<file path="config.mk">
export PLATFORM = sky130hd
export DESIGN_NAME = tff_bank_write_sched
export DESIGN_NICKNAME = d
export VERILOG_FILES = /design/src/rtl/tff_bank_write_sched.sv
export SDC_FILE = /design/constraint.sdc
export NUM_CORES = 1
export LEC_CHECK = 0
export ABC_CLOCK_PERIOD_IN_PS = 3750
export CORE_MARGIN = 2
export CORE_UTILIZATION = 35
export DETAILED_ROUTE_END_ITERATION = 10
export GPL_TIMING_DRIVEN = 1
export PLACE_DENSITY_LB_ADDON = 0.2
export SLEW_MARGIN = 25
export SYNTH_ARGS = -nofsm -noshare
export SYNTH_HDL_FRONTEND = slang
export SYNTH_SLANG_ARGS = --single-unit
</file>
<file path="constraint.sdc">
create_clock -name clk -period 3.75 [get_ports clk]
set_input_delay 0.9375 -clock clk [delete_from_list [all_inputs] [get_ports clk]]
set_output_delay 0.9375 -clock clk [all_outputs]
set_load 0.1 [all_outputs]
</file>
<file path="src/rtl/tff_bank_write_sched.sv">
// Round-robin write scheduler that turns absolute-value loads into one-cycle toggle enables for a shared T-FF bank.
// Optional build macro TBANK_VERIFY_EN adds a VERIFY state and a sticky err flag.
module tff_bank_write_sched #(
  parameter int NREQ  = 4,
  parameter int WIDTH = 8
) (
  input  logic                  clk,
  input  logic                  rst,
  input  logic [NREQ-1:0]       req_valid,
  input  logic [NREQ*WIDTH-1:0] req_data,
  output logic [NREQ-1:0]       req_ready,
  input  logic [WIDTH-1:0]      q_in,
  output logic [WIDTH-1:0]      t_en,
  output logic [NREQ-1:0]       grant,
  output logic                  busy,
  output logic                  done,
  output logic                  err
);

  localparam int PTR_W = $clog2(NREQ);

`ifdef TBANK_VERIFY_EN
  typedef enum logic [1:0] {IDLE, ARB, TOGGLE, VERIFY} state_t;
`else
  typedef enum logic [1:0] {IDLE, ARB, TOGGLE} state_t;
`endif

  state_t             state, state_d;
  logic [PTR_W-1:0]   rr_ptr, rr_ptr_d;
  logic [PTR_W-1:0]   owner, owner_d;
  logic [WIDTH-1:0]   cap_data, cap_data_d;
  logic [NREQ-1:0]    req_ready_d;
  logic [WIDTH-1:0]   t_en_d;
  logic               done_d;
  logic               any_valid;
  logic               found_hi;
  logic [PTR_W-1:0]   win, win_hi, win_lo;
  logic [WIDTH-1:0]   sel_data;

  assign any_valid = |req_valid;

  // Descending scan leaves the lowest valid index at/after rr_ptr in win_hi,
  // and the lowest valid index overall in win_lo for the wrap-around case.
  always_comb begin
    found_hi = 1'b0;
    win_hi   = '0;
    win_lo   = '0;
    sel_data = '0;
    for (int i = NREQ - 1; i >= 0; i--) begin
      if (req_valid[i]) begin
        if (PTR_W'(i) >= rr_ptr) begin
          found_hi = 1'b1;
          win_hi   = PTR_W'(i);
        end
        win_lo = PTR_W'(i);
      end
    end
    win = found_hi ? win_hi : win_lo;
    for (int i = 0; i < NREQ; i++) begin
      if (PTR_W'(i) == win) sel_data = req_data[i*WIDTH +: WIDTH];
    end
  end

  // NOTE: every signal gets a default before the case so no path leaves it unassigned (no latches).
  always_comb begin
    state_d     = state;
    rr_ptr_d    = rr_ptr;
    owner_d     = owner;
    cap_data_d  = cap_data;
    req_ready_d = '0;
    t_en_d      = '0;
    done_d      = 1'b0;
    case (state)
      IDLE: if (any_valid) state_d = ARB;
      ARB: begin
        if (any_valid) begin
          cap_data_d  = sel_data;
          owner_d     = win;
          req_ready_d = NREQ'(1) << win;
          rr_ptr_d    = (win == PTR_W'(NREQ - 1)) ? '0 : win + PTR_W'(1);
          // Registered here so the pulse lands exactly in the TOGGLE cycle;
          // sel_data is the value being captured into cap_data.
          t_en_d      = sel_data ^ q_in;
          state_d     = TOGGLE;
        end else begin
          state_d = IDLE;
        end
      end
`ifdef TBANK_VERIFY_EN
      TOGGLE: state_d = VERIFY;
      VERIFY: begin
        done_d  = 1'b1;
        state_d = IDLE;
      end
`else
      TOGGLE: begin
        done_d  = 1'b1;
        state_d = IDLE;
      end
`endif
      default: state_d = IDLE;
    endcase
  end

  // NOTE: sequential state uses non-blocking assignments so all registers update together at the edge.
  always_ff @(posedge clk) begin
    if (!rst) begin
      state     <= IDLE;
      rr_ptr    <= '0;
      owner     <= '0;
      cap_data  <= '0;
      req_ready <= '0;
      t_en      <= '0;
      done      <= 1'b0;
    end else begin
      state     <= state_d;
      rr_ptr    <= rr_ptr_d;
      owner     <= owner_d;
      cap_data  <= cap_data_d;
      req_ready <= req_ready_d;
      t_en      <= t_en_d;
      done      <= done_d;
    end
  end

`ifdef TBANK_VERIFY_EN
  logic err_q;

  // Sticky: once the bank failed to settle, only reset clears the flag.
  always_ff @(posedge clk) begin
    if (!rst) begin
      err_q <= 1'b0;
    end else if (state == VERIFY && q_in != cap_data) begin
      err_q <= 1'b1;
    end
  end

  assign err   = err_q;
  assign grant = (state == TOGGLE || state == VERIFY) ? (NREQ'(1) << owner) : '0;
`else
  assign err   = 1'b0;
  assign grant = (state == TOGGLE) ? (NREQ'(1) << owner) : '0;
`endif

  assign busy = (state != IDLE);

endmodule

</file>
# [Word level (Yosys, flattened, before mapping)]
# Cells that the tools add are included.
[classes] muxes=31 n_bitwise=1 n_lt_le_gt_ge=4 n_eq_ne=7 n_reduce_logical=6 shifts=2 n_addsub=1
[op_table] cell="2-bit 2-to-1 mux" n=16
[op_table] cell="8-bit 2-to-1 mux" n=4
[op_table] cell="1-bit 2-to-1 mux" n=9
[op_table] cell="1-bit by 2-bit << shifter with 4-bit output (first input constant)" n=2
[op_table] cell="8-bit bitwise XOR" n=1
[op_table] cell="2-bit == test (first input constant)" n=2
[op_table] cell="2-bit == test (second input constant)" n=2
[op_table] cell="1-bit by 2-bit >= comparator with 1-bit output (first input constant)" n=2
[op_table] cell="2-bit >= comparator (first input constant)" n=2
[op_table] cell="2-bit logical NOT" n=2
[op_table] cell="4-bit 2-to-1 mux" n=1
[op_table] cell="2-bit case mux with 2 select lines" n=1
[op_table] cell="4-bit OR reduction" n=1
[op_table] cell="3-bit AND reduction" n=1
[op_table] cell="2-bit by 1-bit adder with 2-bit output (second input constant)" n=1
[op_table] cell="1-bit by 2-bit == test with 1-bit output (first input constant)" n=1
[op_table] cell="2-bit by 1-bit == test with 1-bit output (second input constant)" n=1
[op_table] cell="2-bit != test (second input constant)" n=1
[op_table] cell="2-bit AND reduction" n=1
[op_table] cell="2-bit nonzero test" n=1
[word_totals] elab_cells=58 reg_bits=19 out_inout_bits=19

# [Logic depth before layout (Yosys ltp)]
# Gate-level depths: netlist of the first run.
[depth] word_depth=16 depth_mapped=10 mapped_depth_nobuf=9

# [Worst setup path after synthesis of the first run]
# No wires, ideal clock.
[synth_timing] path_type="reg2out" from="reg state[1]" to="out grant[0]" stages_incl_launch_ff=3 required_time_ns=2.812 t_arrival_ns=2.833 path_slack_ns=-0.020 path_cell_list="dfxtp_1 -> nor2b_1 -> nor3b_1"
[synth_between] elab_chain_len=2
[synth_rtl] item="start, declared" line_no="28" source="state_t state, state_d;"
[synth_rtl] item="start signal, assigned" line_no="116" source="state <= state_d;"
[synth_rtl] item="2-bit == test" line_no="142" source="assign grant = (state == TOGGLE) ? (NREQ'(1) << owner) : '0;"
[synth_rtl] item="4-bit 2-to-1 mux" line_no="142"
[synth_rtl] item="end, declared" line_no="14" source="output logic [NREQ-1:0] grant,"
# Every way passes these cells.

# [Worst setup path in the final report of the first run]
[layout_timing] from="in req_valid[2]" to="reg t_en[4]"
[layout_between] elab_chain_len=12
[layout_rtl] item="start, declared" line_no="9" source="input logic [NREQ-1:0] req_valid,"
[layout_rtl] item="2-bit 2-to-1 mux or 1-bit 2-to-1 mux (tied branches)" line_no="50" source="if (req_valid[i]) begin"
[layout_rtl] item="2-bit 2-to-1 mux or 1-bit 2-to-1 mux (tied branches)" line_no="51" source="if (PTR_W'(i) >= rr_ptr) begin"
[layout_rtl] item="2-bit 2-to-1 mux or 1-bit 2-to-1 mux (tied branches)" line_no="50"
[layout_rtl] item="2-bit 2-to-1 mux or 1-bit 2-to-1 mux (tied branches)" line_no="51"
[layout_rtl] item="2-bit 2-to-1 mux or 1-bit 2-to-1 mux (tied branches)" line_no="50"
[layout_rtl] item="2-bit 2-to-1 mux (*)" line_no="58" source="win = found_hi ? win_hi : win_lo;"
[layout_rtl] item="net win[0]" line_no="37" source="logic [PTR_W-1:0] win, win_hi, win_lo;"
[layout_rtl] item="2-bit logical NOT" line_no="60" source="if (PTR_W'(i) == win) sel_data = req_data[i*WIDTH +: WIDTH];"
[layout_rtl] item="8-bit 2-to-1 mux (3 in series)" line_no="60"
[layout_rtl] item="8-bit 2-to-1 mux (*)" line_no="60"
[layout_rtl] item="8-bit bitwise XOR (*)" line_no="83" source="t_en_d = sel_data ^ q_in;"
[layout_rtl] item="end signal, assigned" line_no="121" source="t_en <= t_en_d;"
[layout_rtl] item="end, declared" line_no="13" source="output logic [WIDTH-1:0] t_en,"
# Mark *: on every way through the listed nets, which the timed path passes. The rest lies on a longest branch.
# A chain may end at the register's enable or synchronous reset.

==> run metrics, run 1 <==
startpoint types primary input; ys async rst share 0; simple-gate area share of the yosys netlist 0.242; Clock Pin Slew Worst Setup and Hold Paths 0.12 ns; H-tree Lvls 1; post-synth cell types 39; antenna fix cells 0; CP Cell Sequence clkdlybuf4s50_1 > or3b_1 > o221ai_1 > inv_1 > ha_1 > nor2b_4 > a221oi_1 > or3_1 > a21oi_1; Pwr Density 351 mW/mm²; WHS Endpoint owner[0]; fmax 319 MHz; Max-slew headroom 0.351; clock buffer depth 2; DP Worst Slack 0.282 ns; fill count 260; CP Capture Type flop; Ports 65; largest net degree at the start of global routing 12; part of the cycle the worst path needs 0.837; starting density of the core 0.370; post-CTS setup buffer count 0; Worst Hold Depth 2; Yosys reg bits 19; CP max-delay cell clkdlybuf4s50_1; Worst Path Max Fanout 10; CTS buffer count 3; final non-filler cell total 208; worst slew pin tran 0.970 ns; Post-Synth XOR/XNOR Area 0; Max-Cap Viols 0; final total power 589 µW; HPWL after DPL 2420 µm; worst min-delay path category flop to flop; most frequent cells in the layout clkdlybuf4s50_1 (58), dfxtp_1 (19), a21oi_1 (10); Placed Cells 204; worst setup margin 0.611 ns; Die Y 58.2 µm; Post-Synth Adder-Cell Area 0.0486; global placer's final weighted congestion 0.748; 1st-iter DRT viols 16; Post-synth EDFFs 0; Gate Count Post-Synth 115; initial antenna violation count 0; r2r endpoint t_en[4]; RSZ-0062 raised after global routing no; fraction of layout cells with a size suffix above 1 0.107; Final Hold Fails 0; Reg area 380 µm²; layout net count 228; WL final 2970 µm; via-per-instance ratio 5.27; GR Util All Layers 0.183; kind of critical path primary input to flop; CP Depth 9; crit-path max cell delay 0.53 ns; setup_tns 0 ns; die area 0.00339 mm²; most common cell after layout, fill and taps aside clkdlybuf4s50_1; Worst Path Required 3.99 ns; PortBufs 63; clk sinks 19; worst r2r src rr_ptr[1]; post-synthesis sequential area ratio 0.369; Post-DRT Antenna Nets 0; Post-Route Utilization 0.604; DR DRC count 0; Root Driver clkbuf_4; Worst R2R Setup Slack 1.37 ns; Critical path buffers and inverters 2; synthesized area 0.00103 mm²; mean post-synth cell area 8.95 µm²; Synth Area in Compound Gates 0.249; worst reg-to-reg path cell count 8; Finish-stage setup viols 0; Die W 58.2 µm; Hold Buf Count CTS 0; Vias 1097; Final Instance Area 0.00168 mm²; WL/cell 14.3 µm; vias in the first global route 1041; Clk Latency, worst-skew pair 0.30 ns; first-pass GRT wire length 4720 µm; core area 0.00278 mm²; footprint of the multi-input gates 594 µm²; Static Leak 0.651 nW; worst clock skew 0.00216 ns; Peak VDD IR 0.000227 V; hold_ws 0.511 ns; CP top delay family simple AND/OR/NAND/NOR gates; Final Slew Violations 0; main combinational cell family by area after synthesis compound AO/OA/AOI/OAI gates; Site Rows 19; number of gates resized after CTS 0; Area Growth Syn to Fin 63.2%; Final min period 3.14 ns; CP Data Arrival Time 3.38 ns; router iterations before antenna repair 4; CTS tree done; GRT overflow 0; Syn Nets 165; status finished clean; hold path start owner[0]; YS warnings 0; Area after DPL 0.00165 mm²; mux cell area share after synthesis 0.0292; Main synth FF type dfxtp_1
[registers in the layout, indices dropped and copies added, names as in the netlist]
signal and cells:
req_ready 4, rr_ptr 2, t_en 8, done 1, state 2, owner 2
[routing by layer]
layer  vias up  track usage  wire length (µm)  part of all wire
met2        38        0.333              1520              0.51
met1       503        0.209              1240              0.42
met4         0       0.0631                29            0.0098
li1        551            -                 -                 -
met3         5       0.0402               181             0.061
met5         -            0                 0                 0
[kinds of logic after synthesis]
family	Yosys count
other	1
AOI/OAI and AO/OA	40
DFF	19
muxes	3
adders and majority gates	4
buffers and inverters	10
and+or+nand+nor	38
[synth_stat cells, types with 2 or more instances]
| cell type | n | area share |
|---|---|---|
| nor2b_1 | 2 | 0.012 |
| nor2_1 | 5 | 0.018 |
| buf_6 | 2 | 0.022 |
| nor3b_1 | 2 | 0.015 |
| ha_1 | 4 | 0.049 |
| mux2i_1 | 3 | 0.029 |
| nand3b_1 | 2 | 0.015 |
| o21ai_0 | 9 | 0.044 |
| or3_1 | 8 | 0.049 |
| o22ai_1 | 8 | 0.049 |
| a21oi_1 | 10 | 0.049 |
| inv_1 | 2 | 0.0073 |
| a221oi_1 | 7 | 0.060 |
| dfxtp_1 | 19 | 0.37 |
| o221ai_1 | 2 | 0.017 |
| nand2_1 | 7 | 0.026 |
[where the power goes]
part	switching (mW)	internal (mW)	total, mW
Sequential	0.00823	0.214	0.223
Clock	0.0689	0.0398	0.109
Combinational	0.153	0.105	0.258
Total	0.230	0.360	0.589
[tightest hold or removal path: cells and delay by family, from the launching register on]
family	cells	cell delay, ns
AOI/OAI and AO/OA	1	0.05
and+or+nand+nor	1	0.07
DFF	1	0.36
[how the worst max path moves through the flow]
stage | from | endpoint | slack, ns
floorplan | state[1] | grant[1] | 0.90
global placement | req_valid[2] | t_en[3] | 0.38
detailed placement | req_valid[2] | t_en[4] | 0.28
CTS | req_valid[2] | t_en[5] | 0.60
global route | req_valid[0] | t_en[4] | 0.42
finish | req_valid[2] | t_en[4] | 0.61
[final cells by class]
cell class	instances	area share
clock inverter	1	0.00298
sequential	19	0.226
multi-input combinational	86	0.354
inverter	5	0.0127
tap	31	0.0231
clock buffer	3	0.0134
timing repair buffer	63	0.368
(Power assumes the default switching activity.)
==> inputs of run 2 (changes only) <==
Settings changed: ABC_CLOCK_PERIOD_IN_PS 3750 to 2600, CORE_UTILIZATION 35 to 32.
Clock period 3.75 ns to 2.6 ns, I/O delays scaled along.
==> run metrics, run 2 (synthesis results as in run 1) <==
status finished clean; Ports 65; antenna fix cells 0; max reg flops 8; Max-Cap Viols 0; Root Driver clkbuf_4; crit path launch req_valid[2]; CTS buffer count 3; Die W 60.7 µm; Worst R2R Setup Slack 0.35 ns; worst r2r src rr_ptr[1]; Die Y 60.7 µm; part of the cycle the worst path needs 0.979; Area after DPL 0.00177 mm²; Worst Path Required 2.85 ns; clock buffer depth 2; startpoint types primary input; Largest Register t_en; initial antenna violation count 0; vias in the first global route 1132; hold path start owner[0]; worst min-delay path category flop to flop; Final min period 2.54 ns; most frequent cells in the layout clkdlybuf4s50_1 (43), buf_4 (26), dfxtp_1 (19); setup_tns 0 ns; Area Growth Syn to Fin 84.9%; Clock Pin Slew Worst Setup and Hold Paths 0.11 ns; layout net count 240; Site Rows 20; most common cell after layout, fill and taps aside clkdlybuf4s50_1; 1st-iter DRT viols 33; Worst Path Max Fanout 7; WHS Endpoint owner[0]; CTS tree done; clk sinks 19; DR DRC count 0; Final Hold Fails 0; Clk Latency, worst-skew pair 0.30 ns; Reg area 380 µm²; Peak VDD IR 0.000289 V; global placer's final weighted congestion 0.730; GRT overflow 0; first-pass GRT wire length 4830 µm; PortBufs 63; fmax 393 MHz; Final Instance Area 0.00190 mm²; Finish-stage setup viols 0; Worst Hold Depth 2; starting density of the core 0.337; Pwr Density 485 mW/mm²; footprint of the multi-input gates 691 µm²; Vias 1136; CP Data Arrival Time 2.79 ns; HPWL after DPL 2450 µm; largest net degree at the start of global routing 11; Final Slew Violations 0; Static Leak 0.776 nW; die area 0.00369 mm²; router iterations before antenna repair 4; WL final 3210 µm; fraction of layout cells with a size suffix above 1 0.323; CP Capture Type flop; via-per-instance ratio 4.88; H-tree Lvls 1; WL/cell 13.8 µm; GR Util All Layers 0.175; worst clock skew 0.00400 ns; core area 0.00305 mm²; r2r endpoint t_en[1]; Hold Buf Count CTS 0; worst reg-to-reg path cell count 9; Post-DRT Antenna Nets 0; kind of critical path primary input to flop; fill count 284; Largest regs t_en: 8 flops, req_ready: 4 flops
## run 2: metrics by stage
stage / setup WS (ns) / power (mW) / util / hold slack, ns / instances
global placement: -0.305 / 0.719 / 0.580 / 0.493 / 228
global route: -0.0243 / 0.983 / 0.624 / 0.584 / 233
detailed placement: -0.402 / 0.726 / 0.580 / 0.502 / 228
floorplan: 0.0379 / 0.587 / - / 0.469 / 115
finish: 0.0558 / 0.924 / 0.624 / 0.518 / 233
CTS: 0.0128 / 0.897 / 0.596 / 0.518 / 232
## run 2: critical path, stage by stage
cell and delay [ns]:
clkdlybuf4s50_1 0.47, or3b_4 0.38, o221ai_2 0.08, buf_4 0.17, ha_4 0.13, nor2b_4 0.29
a221oi_2 0.10, or3_4 0.37, a21oi_2 0.14
## run 2: worst max path at each step
| stage | to | slack [ns] |
|---|---|---|
| 3_3_place_gp | t_en[7] | -0.30 |
| 3_5_place_dp | t_en[7] | -0.40 |
| 5_1_grt | t_en[5] | -0.02 |
| 4_1_cts | t_en[1] | 0.01 |
| 2_1_floorplan | grant[1] | 0.04 |
| 6_report | t_en[5] | 0.06 |
## run 2: final cells by class
cell class | instances | area share
clock buffers | 4 | 0.0138
repair buffers | 75 | 0.384
inverters | 5 | 0.0112
flip-flops and latches | 19 | 0.200
well taps | 44 | 0.0289
multi-input cells | 86 | 0.363
## run 2: report_power, final
group / switching [mW] / leakage [nW] / internal, mW
sequential: 0.0131 / 0.155 / 0.309
combinational: 0.250 / 0.606 / 0.196
clock: 0.0961 / 0.0150 / 0.0598
total: 0.359 / 0.776 / 0.565
## run 2: timing repair
action	4_1_cts	5_1_grt
endpoints found under the setup margin	7	7
pin swaps	0	7
resized for setup	5	17
setup buffers	0	1
## run 2: routing by layer
layer | wire (µm) | up-vias | global-route usage
li1 | - | 577 | -
met1 | 1330 | 513 | 0.190
met2 | 1630 | 44 | 0.329
met3 | 240 | 2 | 0.0490
met4 | 13 | 0 | 0.0497
met5 | 0 | - | 0
